### src/rtl/swap_mem_sequencer.sv
// Locked read-then-write sequencer for ARM SWP/SWPB: reads the old memory value,
// writes the register value under a continuous bus lock, and returns the old value.
module swap_mem_sequencer #(
   parameter int ADDR_WIDTH = 32,
   parameter int DATA_WIDTH = 32
) (
   input  logic                  clk,
   input  logic                  reset,
   input  logic                  start,
   input  logic                  byte_en,
   input  logic [ADDR_WIDTH-1:0] addr,
   input  logic [DATA_WIDTH-1:0] wdata,
   output logic                  busy,
   output logic                  done,
   output logic [DATA_WIDTH-1:0] rdata_out,
   output logic [ADDR_WIDTH-1:0] mem_addr,
   output logic                  mem_re,
   output logic                  mem_we,
   output logic [3:0]            mem_be,
   output logic [DATA_WIDTH-1:0] mem_wdata,
   output logic                  mem_lock,
   input  logic [DATA_WIDTH-1:0] mem_rdata,
   input  logic                  mem_ready
);

   localparam logic [1:0] IDLE  = 2'd0;
   localparam logic [1:0] READ  = 2'd1;
   localparam logic [1:0] WRITE = 2'd2;
   localparam logic [1:0] DONE  = 2'd3;

   logic [1:0]            state_q, state_d;
   logic [ADDR_WIDTH-1:0] addr_q, addr_d;
   logic [DATA_WIDTH-1:0] wdata_q, wdata_d;
   logic [DATA_WIDTH-1:0] rdata_q, rdata_d;
   logic                  byte_q, byte_d;
   logic [1:0]            lane;
   logic [7:0]            rd_byte;
   logic                  in_access;

   assign lane      = addr_q[1:0];
   assign in_access = (state_q == READ) || (state_q == WRITE);

   // Little-endian lane select: lane 0 is bits 7:0
   always_comb begin
      rd_byte = mem_rdata[7:0];
      case (lane)
         2'd0:    rd_byte = mem_rdata[7:0];
         2'd1:    rd_byte = mem_rdata[15:8];
         2'd2:    rd_byte = mem_rdata[23:16];
         2'd3:    rd_byte = mem_rdata[31:24];
         default: rd_byte = mem_rdata[7:0];
      endcase
   end

   always_comb begin
      state_d = state_q;
      addr_d  = addr_q;
      wdata_d = wdata_q;
      byte_d  = byte_q;
      rdata_d = rdata_q;
      case (state_q)
         IDLE: begin
            if (start) begin
               addr_d  = addr;
               wdata_d = wdata;
               byte_d  = byte_en;
               state_d = READ;
            end
         end
         READ: begin
            if (mem_ready) begin
               rdata_d = byte_q ? {{(DATA_WIDTH-8){1'b0}}, rd_byte} : mem_rdata;
               state_d = WRITE;
            end
         end
         WRITE: begin
            if (mem_ready) begin
               state_d = DONE;
            end
         end
         DONE: begin
            state_d = IDLE;
         end
         default: begin
            state_d = IDLE;
         end
      endcase
   end

   always_ff @(posedge clk or posedge reset) begin
      if (reset) begin
         state_q <= IDLE;
         addr_q  <= '0;
         wdata_q <= '0;
         rdata_q <= '0;
         byte_q  <= 1'b0;
      end else begin
         state_q <= state_d;
         addr_q  <= addr_d;
         wdata_q <= wdata_d;
         rdata_q <= rdata_d;
         byte_q  <= byte_d;
      end
   end

   // Outputs decode straight from the state flop so reset clears them without a clock
   always_comb begin
      busy      = (state_q != IDLE);
      done      = (state_q == DONE);
      rdata_out = rdata_q;
      mem_re    = (state_q == READ);
      mem_we    = (state_q == WRITE);
      mem_lock  = in_access;
      mem_addr  = in_access ? addr_q : '0;
      mem_be    = 4'b0000;
      mem_wdata = '0;
      if (state_q == WRITE) begin
         if (byte_q) begin
            mem_be    = 4'b0001 << lane;
            mem_wdata = {(DATA_WIDTH/8){wdata_q[7:0]}};
         end else begin
            mem_be    = 4'b1111;
            mem_wdata = wdata_q;
         end
      end
   end

endmodule

### config.mk
export PLATFORM = sky130hd
export DESIGN_NAME = swap_mem_sequencer
export DESIGN_NICKNAME = d
export VERILOG_FILES = /design/src/rtl/swap_mem_sequencer.sv
export SDC_FILE = /design/constraint.sdc
export NUM_CORES = 1
export LEC_CHECK = 0
export ABC_AREA = 1
export CAP_MARGIN = 20
export CORE_ASPECT_RATIO = 1.2
export CORE_MARGIN = 2
export CORE_UTILIZATION = 45
export DETAILED_ROUTE_END_ITERATION = 6
export GPL_TIMING_DRIVEN = 0
export PLACE_DENSITY_LB_ADDON = 0.1
export SLEW_MARGIN = 25
export SYNTH_ARGS = -nofsm -noshare
export SYNTH_HDL_FRONTEND = slang
export SYNTH_SLANG_ARGS = --single-unit
### constraint.sdc
create_clock -name clk -period 6.9 [get_ports clk]
set_input_delay 0.69 -clock clk [delete_from_list [all_inputs] [get_ports clk]]
set_output_delay 0.69 -clock clk [all_outputs]
set_load 0.005 [all_outputs]
==> qor.txt, run 1 <==
Hold path depth: 2
Post-synth top area cell: dfrtp_1
Post-synth net total: 639
Num CTS Buffers: 9
Post-route DRC: 0
Detailed Route WL: 13.9 mm
Overall power: 3.35 mW
Starting Density: 0.461
Final setup viols: 0
Min Tclk post-route: 3.15 ns
Seq pwr share: 0.312
Switch share: 0.358
CP arrival: 2.46 ns
Row count: 41
Max Clk Rate: 317 MHz
Startpoint class of the critical path: register
Clock power frac: 0.135
Vias/cell: 5.00
I/O pins: 206
Sequential area share after synthesis: 0.511
Die X: 98.8 µm
CTS Buffer Depth: 2
Total negative slack: 0 ns
Cell internal pwr: 2.15 mW
Drt pass-1 iters: 5
Leak pwr: 3.57 nW
Ys Warns: 0
P per Cell Area: 455 nW/µm²
Placement Cell Area: 7100 µm²
Hold endpoint: rdata_out[6]$_DFFE_PP0P_
Initial DRC Count: 197
Post-DP HPWL: 10.7 mm
Worst R2R End: rdata_out[7]$_DFFE_PP0P_
Post-CTS setup buffer count: 0
Die footprint: 11600 µm²
RR Startpoint: state_q[1]$_DFFE_PP0P_
Beginning of the worst hold path: rdata_out[6]$_DFFE_PP0P_
Proportion of layout cells with a drive suffix above 1: 0.130
Least-Margin Pin Slew: 0.470 ns
Slew margin rel.: 0.687
Cts repair resizes: 0
Gate power share: 0.553
Hold crit path type: reg2reg
Post-route insts no fill: 883
CTS Hold Buffers Added: 0
Fin Clk Skew: 0.00695 ns
Largest net degree at the start of global routing: 59
Syn Area/Cell: 9.10 µm²
Status: completed
NumNets Final: 856
Crit Path Max Fanout: 10
Routability cong.: 0.817
Hold Violations, Final: 0
# port buffers: 205
#FFs+latches synth: 99
Peak supply drop: 0.252 mV
Cells after DPL: 868
First-pass GRT wire length: 22.5 mm
Switching power: 1.20 mW
Yosys top cell area share: 0.511
Period utilization: 0.457
Antenna viol nets, final: 0
Post-Syn Area: 4850 µm²
Reg2Reg Depth: 6
Vias in the first global route: 4547
Tot GR Track Use: 0.244
Core area: 10500 µm²
Synth area leaders: dfrtp_1 (51%), nand2_1 (12%), mux2_2 (11%), inv_1 (5.6%), mux2_4 (4.3%)
Clk sinks: 99
Worst-skew pair later-pin latency: 0.34 ns
Post-synthesis cell type count: 19
Antenna cells: 0
Grt ovf: 0
Setup CP Type: reg2out
Post-Synthesis Cells: 533
Max Cap Viol: 0
Setup crit end kind: output pin
Cell area after layout: 7360 µm²
Slew Viols, Final: 0
Die height: 118 µm
Clock Root Buffer: clkbuf_16
Initial antenna violation count: 0
Via count of the routed design: 4412
WP data required: 6.21 ns
RSZ-0062 raised after global routing: false
Wirelength per Cell: 15.8 µm
Register-to-register setup slack: 5.15 ns
Worst-path clk slew: 0.06 ns
CTS tree: built
Area Overhead vs Synth: 51.7%
CTS H-tree lvls: 3
# fillers: 840
## placed cells by master, fill, tap and decap left out, drive strengths merged
cell type      netlist  final
o22ai                1      1
dfrtp               99     99
inv                 73     73
nand2              159    159
clkdlybuf4s50        0    205
a21oi               38     38
buf                 19     20
clkinv               1      4
ha                   5      5
clkbuf              11     23
nand3               16     16
nor2                22     22
o21ai               19     19
mux2                62     62
o31ai                8      8
## kinds of logic after synthesis
family | Yosys count | share of synthesized area
AO/OA/AOI/OAI | 66 | 0.0748
flip-flops | 99 | 0.511
adder cells (fa/ha/maj) | 5 | 0.0129
multiplexers | 62 | 0.155
buffers and inverters | 104 | 0.0903
AND/OR/NAND/NOR | 197 | 0.157
## power groups by stage
stage	registers (mW)	clock network, mW	logic (mW)
after floorplan	1.01	0	0.920
after global placement	1.03	0	1.81
after detailed placement	1.05	0	1.85
after CTS	1.04	0.466	1.87
after global routing	1.08	0.490	2.02
final	1.04	0.453	1.85
## metal layers
layer	up-vias	share of wire	wire length [µm]	GRT usage
li1	2107	-	-	-
met1	2083	0.39	5390	0.280
met2	185	0.50	6960	0.419
met3	37	0.078	1080	0.0677
met4	0	0.034	475	0.113
met5	-	0	0	0
## registers in the layout, indices dropped and copies added (netlist names)
register   cells
wdata_q       32
byte_q         1
addr_q        32
rdata_out     32
state_q        2
## metrics by stage
stage | setup slack [ns] | utilization | hold slack, ns
floorplan | 3.62 | - | 0.472
global placement | 2.10 | 0.672 | 0.463
detailed placement | 4.12 | 0.675 | 0.464
CTS | 3.72 | 0.700 | 0.482
global route | 3.55 | 0.700 | 0.501
finish | 3.75 | 0.700 | 0.480
## Yosys cell counts (all sizes together)
| cell | count |
|---|---|
| nor2 | 22 |
| o21ai | 19 |
| o22ai | 1 |
| inv | 73 |
| ha | 5 |
| clkbuf | 11 |
| nand2 | 159 |
| o31ai | 8 |
| a21oi | 38 |
| buf | 19 |
| mux2 | 62 |
| nand3 | 16 |
| dfrtp | 99 |
| clkinv | 1 |
## worst max-delay path: stages (launching register included)
cell	delay, ns
dfrtp_1	0.40
inv_1	0.10
ha_1	0.29
clkbuf_1	0.23
clkbuf_1	0.41
nand2_1	0.12
inv_1	0.07
clkdlybuf4s50_1	0.50
## area by class of cell
| type | instances | area (µm²) | share of cell area |
|---|---|---|---|
| well taps | 129 | 161 | 0.0219 |
| flip-flops and latches | 99 | 2480 | 0.337 |
| clock buffers | 12 | 246 | 0.0335 |
| clock inverters | 3 | 15.0 | 0.00204 |
| inverters | 74 | 283 | 0.0384 |
| plain buffers | 30 | 160 | 0.0218 |
| repair buffers | 206 | 2080 | 0.283 |
| multi-input cells | 330 | 1940 | 0.263 |
## worst max path at each step
| stage | from | endpoint | slack (ns) | cells past startpoint |
|---|---|---|---|---|
| 3_5_place_dp | state_q[1]$_DFFE_PP0P_ | mem_addr[28] | 4.12 | 7 |
| 4_1_cts | state_q[0]$_DFFE_PP0P_ | mem_addr[7] | 3.72 | 7 |
| 6_report | state_q[1]$_DFFE_PP0P_ | mem_addr[7] | 3.75 | 7 |
| 5_1_grt | state_q[1]$_DFFE_PP0P_ | mem_addr[4] | 3.55 | 7 |
| 3_3_place_gp | reset | rdata_out[3]$_DFFE_PP0P_ | 2.10 | 2 |
| 2_1_floorplan | reset | addr_q[0]$_DFFE_PP0P_ | 3.62 | 1 |
No activity file was read; power rests on OpenSTA's default activity.
==> inputs of run 2 (changes only) <==
CORE_UTILIZATION = 39   (was 45)
clock period = 2.8 ns   (was 6.9 ns; I/O delays follow)
==> run 2 against run 1 <==
  * Register-to-register slack worse by 4.1 ns
  * Sequential cell count unchanged
  * First-iteration DRC count is 12% higher
  * Highest routed layer unchanged
  * Clock power rose to 2.9 times the previous value
  * Die area increased by 15%
  * Global-route usage fell by 2.9 points
==> qor.txt, run 2 (synthesized netlist as in run 1, its figures left out) <==
Status: completed
Total negative slack: 0 ns
Worst-skew pair later-pin latency: 0.34 ns
Worst R2R End: rdata_out[1]$_DFFE_PP0P_
Largest net degree at the start of global routing: 28
Detailed Route WL: 14.0 mm
Grt ovf: 0
Setup crit end kind: output pin
Least-Margin Pin Slew: 0.610 ns
Clk sinks: 99
Reg2Reg Depth: 7
CP arrival: 2.31 ns
Die height: 126 µm
CTS Buffer Depth: 2
Post-CTS setup buffer count: 0
Post-route setup slack: 0.205 ns
Clock Root Buffer: clkbuf_16
Proportion of layout cells with a drive suffix above 1: 0.140
Period utilization: 0.927
Hold crit path type: in2async
Via count of the routed design: 4381
CTS H-tree lvls: 3
Most frequent cells in the layout: clkdlybuf4s50_1 (205), nand2_1 (159), dfrtp_1 (99)
Max Clk Rate: 385 MHz
First-pass GRT wire length: 22.5 mm
Die X: 106 µm
# fillers: 1103
Post-route DRC: 0
P per Cell Area: 1120 nW/µm²
Pre-CTS WS: 0.391 ns
CTS tree: built
Vias in the first global route: 4560
I/O pins: 206
Post-DP HPWL: 11.0 mm
Die footprint: 13400 µm²
Starting Density: 0.401
WP data required: 2.52 ns
Leak pwr: 3.61 nW
Tot GR Track Use: 0.215
Min Tclk post-route: 2.59 ns
Peak supply drop: 0.637 mV
Drt pass-1 iters: 5
Slew Viols, Final: 0
Max Cap Viol: 0
Core area: 12100 µm²
Initial antenna violation count: 0
Slew margin rel.: 0.593
Num CTS Buffers: 9
Wirelength per Cell: 15.3 µm
Worst-path clk slew: 0.07 ns
Register-to-register setup slack: 1.05 ns
Final core occ: 0.619
# port buffers: 205
RSZ-0062 raised after global routing: false
Commonest non-fill, non-tap cell in the layout: clkdlybuf4s50_1
RR Startpoint: state_q[1]$_DFFE_PP0P_
NumNets Final: 857
Hold Violations, Final: 0
Initial DRC Count: 220
Final setup viols: 0
Fin Clk Skew: 0.00579 ns
Worst hold margin: 0.358 ns
Area Overhead vs Synth: 54.5%
Startpoint class of the critical path: register
Row count: 44
Antenna cells: 0
Antenna viol nets, final: 0
Routability cong.: 0.882
Vias/cell: 4.78
Crit Path Max Fanout: 10
Setup CP Type: reg2out
==> run 2: changes by cell type in the layout (fill, tap and decap cells not counted), sizes merged <==
cell      before  now
buf           20   22
clkbuf        23   22
clkinv         4    3
bufinv         0    1
clkinvlp       0    1
==> run 2: critical path, stage by stage (launching register included) <==
cell and delay, ns:
dfrtp_1 0.42, inv_1 0.12, ha_1 0.21, buf_4 0.20, inv_2 0.12, buf_2 0.21, a21oi_1 0.16, clkdlybuf4s50_1 0.53
==> run 2: what timing repair did <==
action                                  in CTS  in global routing
gates resized for setup                      1                  6
endpoints found under the setup margin       1                 41
cloned                                       0                  0
hold buffers                                 0                  0
==> run 2: through the flow <==
| stage | total power [mW] | area, µm² | instances |
|---|---|---|---|
| finish | 8.43 | 7490 | 917 |
| global route | 9.07 | 7490 | 917 |
| CTS | 8.51 | 7490 | 918 |
| detailed placement | 7.15 | 7170 | 902 |
| global placement | 7.05 | 7110 | 899 |
| floorplan | 4.76 | 4850 | 533 |
==> run 2: where the power goes <==
| part | switching (mW) | leakage [nW] | total, mW | internal (mW) |
|---|---|---|---|---|
| clock | 0.538 | 0.159 | 1.31 | 0.772 |
| sequential | 0.415 | 1.21 | 2.56 | 2.15 |
| combinational | 2.01 | 2.25 | 4.55 | 2.54 |
| total | 2.96 | 3.61 | 8.43 | 5.46 |
==> run 2: per-layer routing <==
layer / share of wire / routed length (µm) / GRT usage
met1: 0.40 / 5630 / 0.253
met2: 0.50 / 7040 / 0.373
met3: 0.075 / 1060 / 0.0606
met4: 0.020 / 283 / 0.0797
met5: 0 / 0 / 0
==> run 2: cell type report <==
cell class                      count  area [µm²]  area share
Buffer                             29         163      0.0217
Clock buffer                       12         267      0.0356
Clock inverter                      4        56.3     0.00751
Inverter                           74         282      0.0376
Multi-Input combinational cell    330        1940       0.258
Sequential cell                    99        2480       0.331
Tap cell                          161         201      0.0269
Timing Repair Buffer              208        2110       0.282
==> run 2: worst max path at each step <==
stage | end | start | slack (ns) | cells after the start
floorplan | mem_addr[2] | state_q[0]$_DFFE_PP0P_ | 1.18 | 6
global placement | wdata_q[20]$_DFFE_PP0P_ | reset | 0.27 | 2
detailed placement | mem_addr[5] | state_q[0]$_DFFE_PP0P_ | 0.39 | 7
CTS | mem_addr[5] | state_q[0]$_DFFE_PP0P_ | 0.0003 | 7
global route | mem_wdata[28] | state_q[0]$_DFFE_PP0P_ | 0.004 | 7
finish | mem_wdata[25] | state_q[0]$_DFFE_PP0P_ | 0.21 | 7
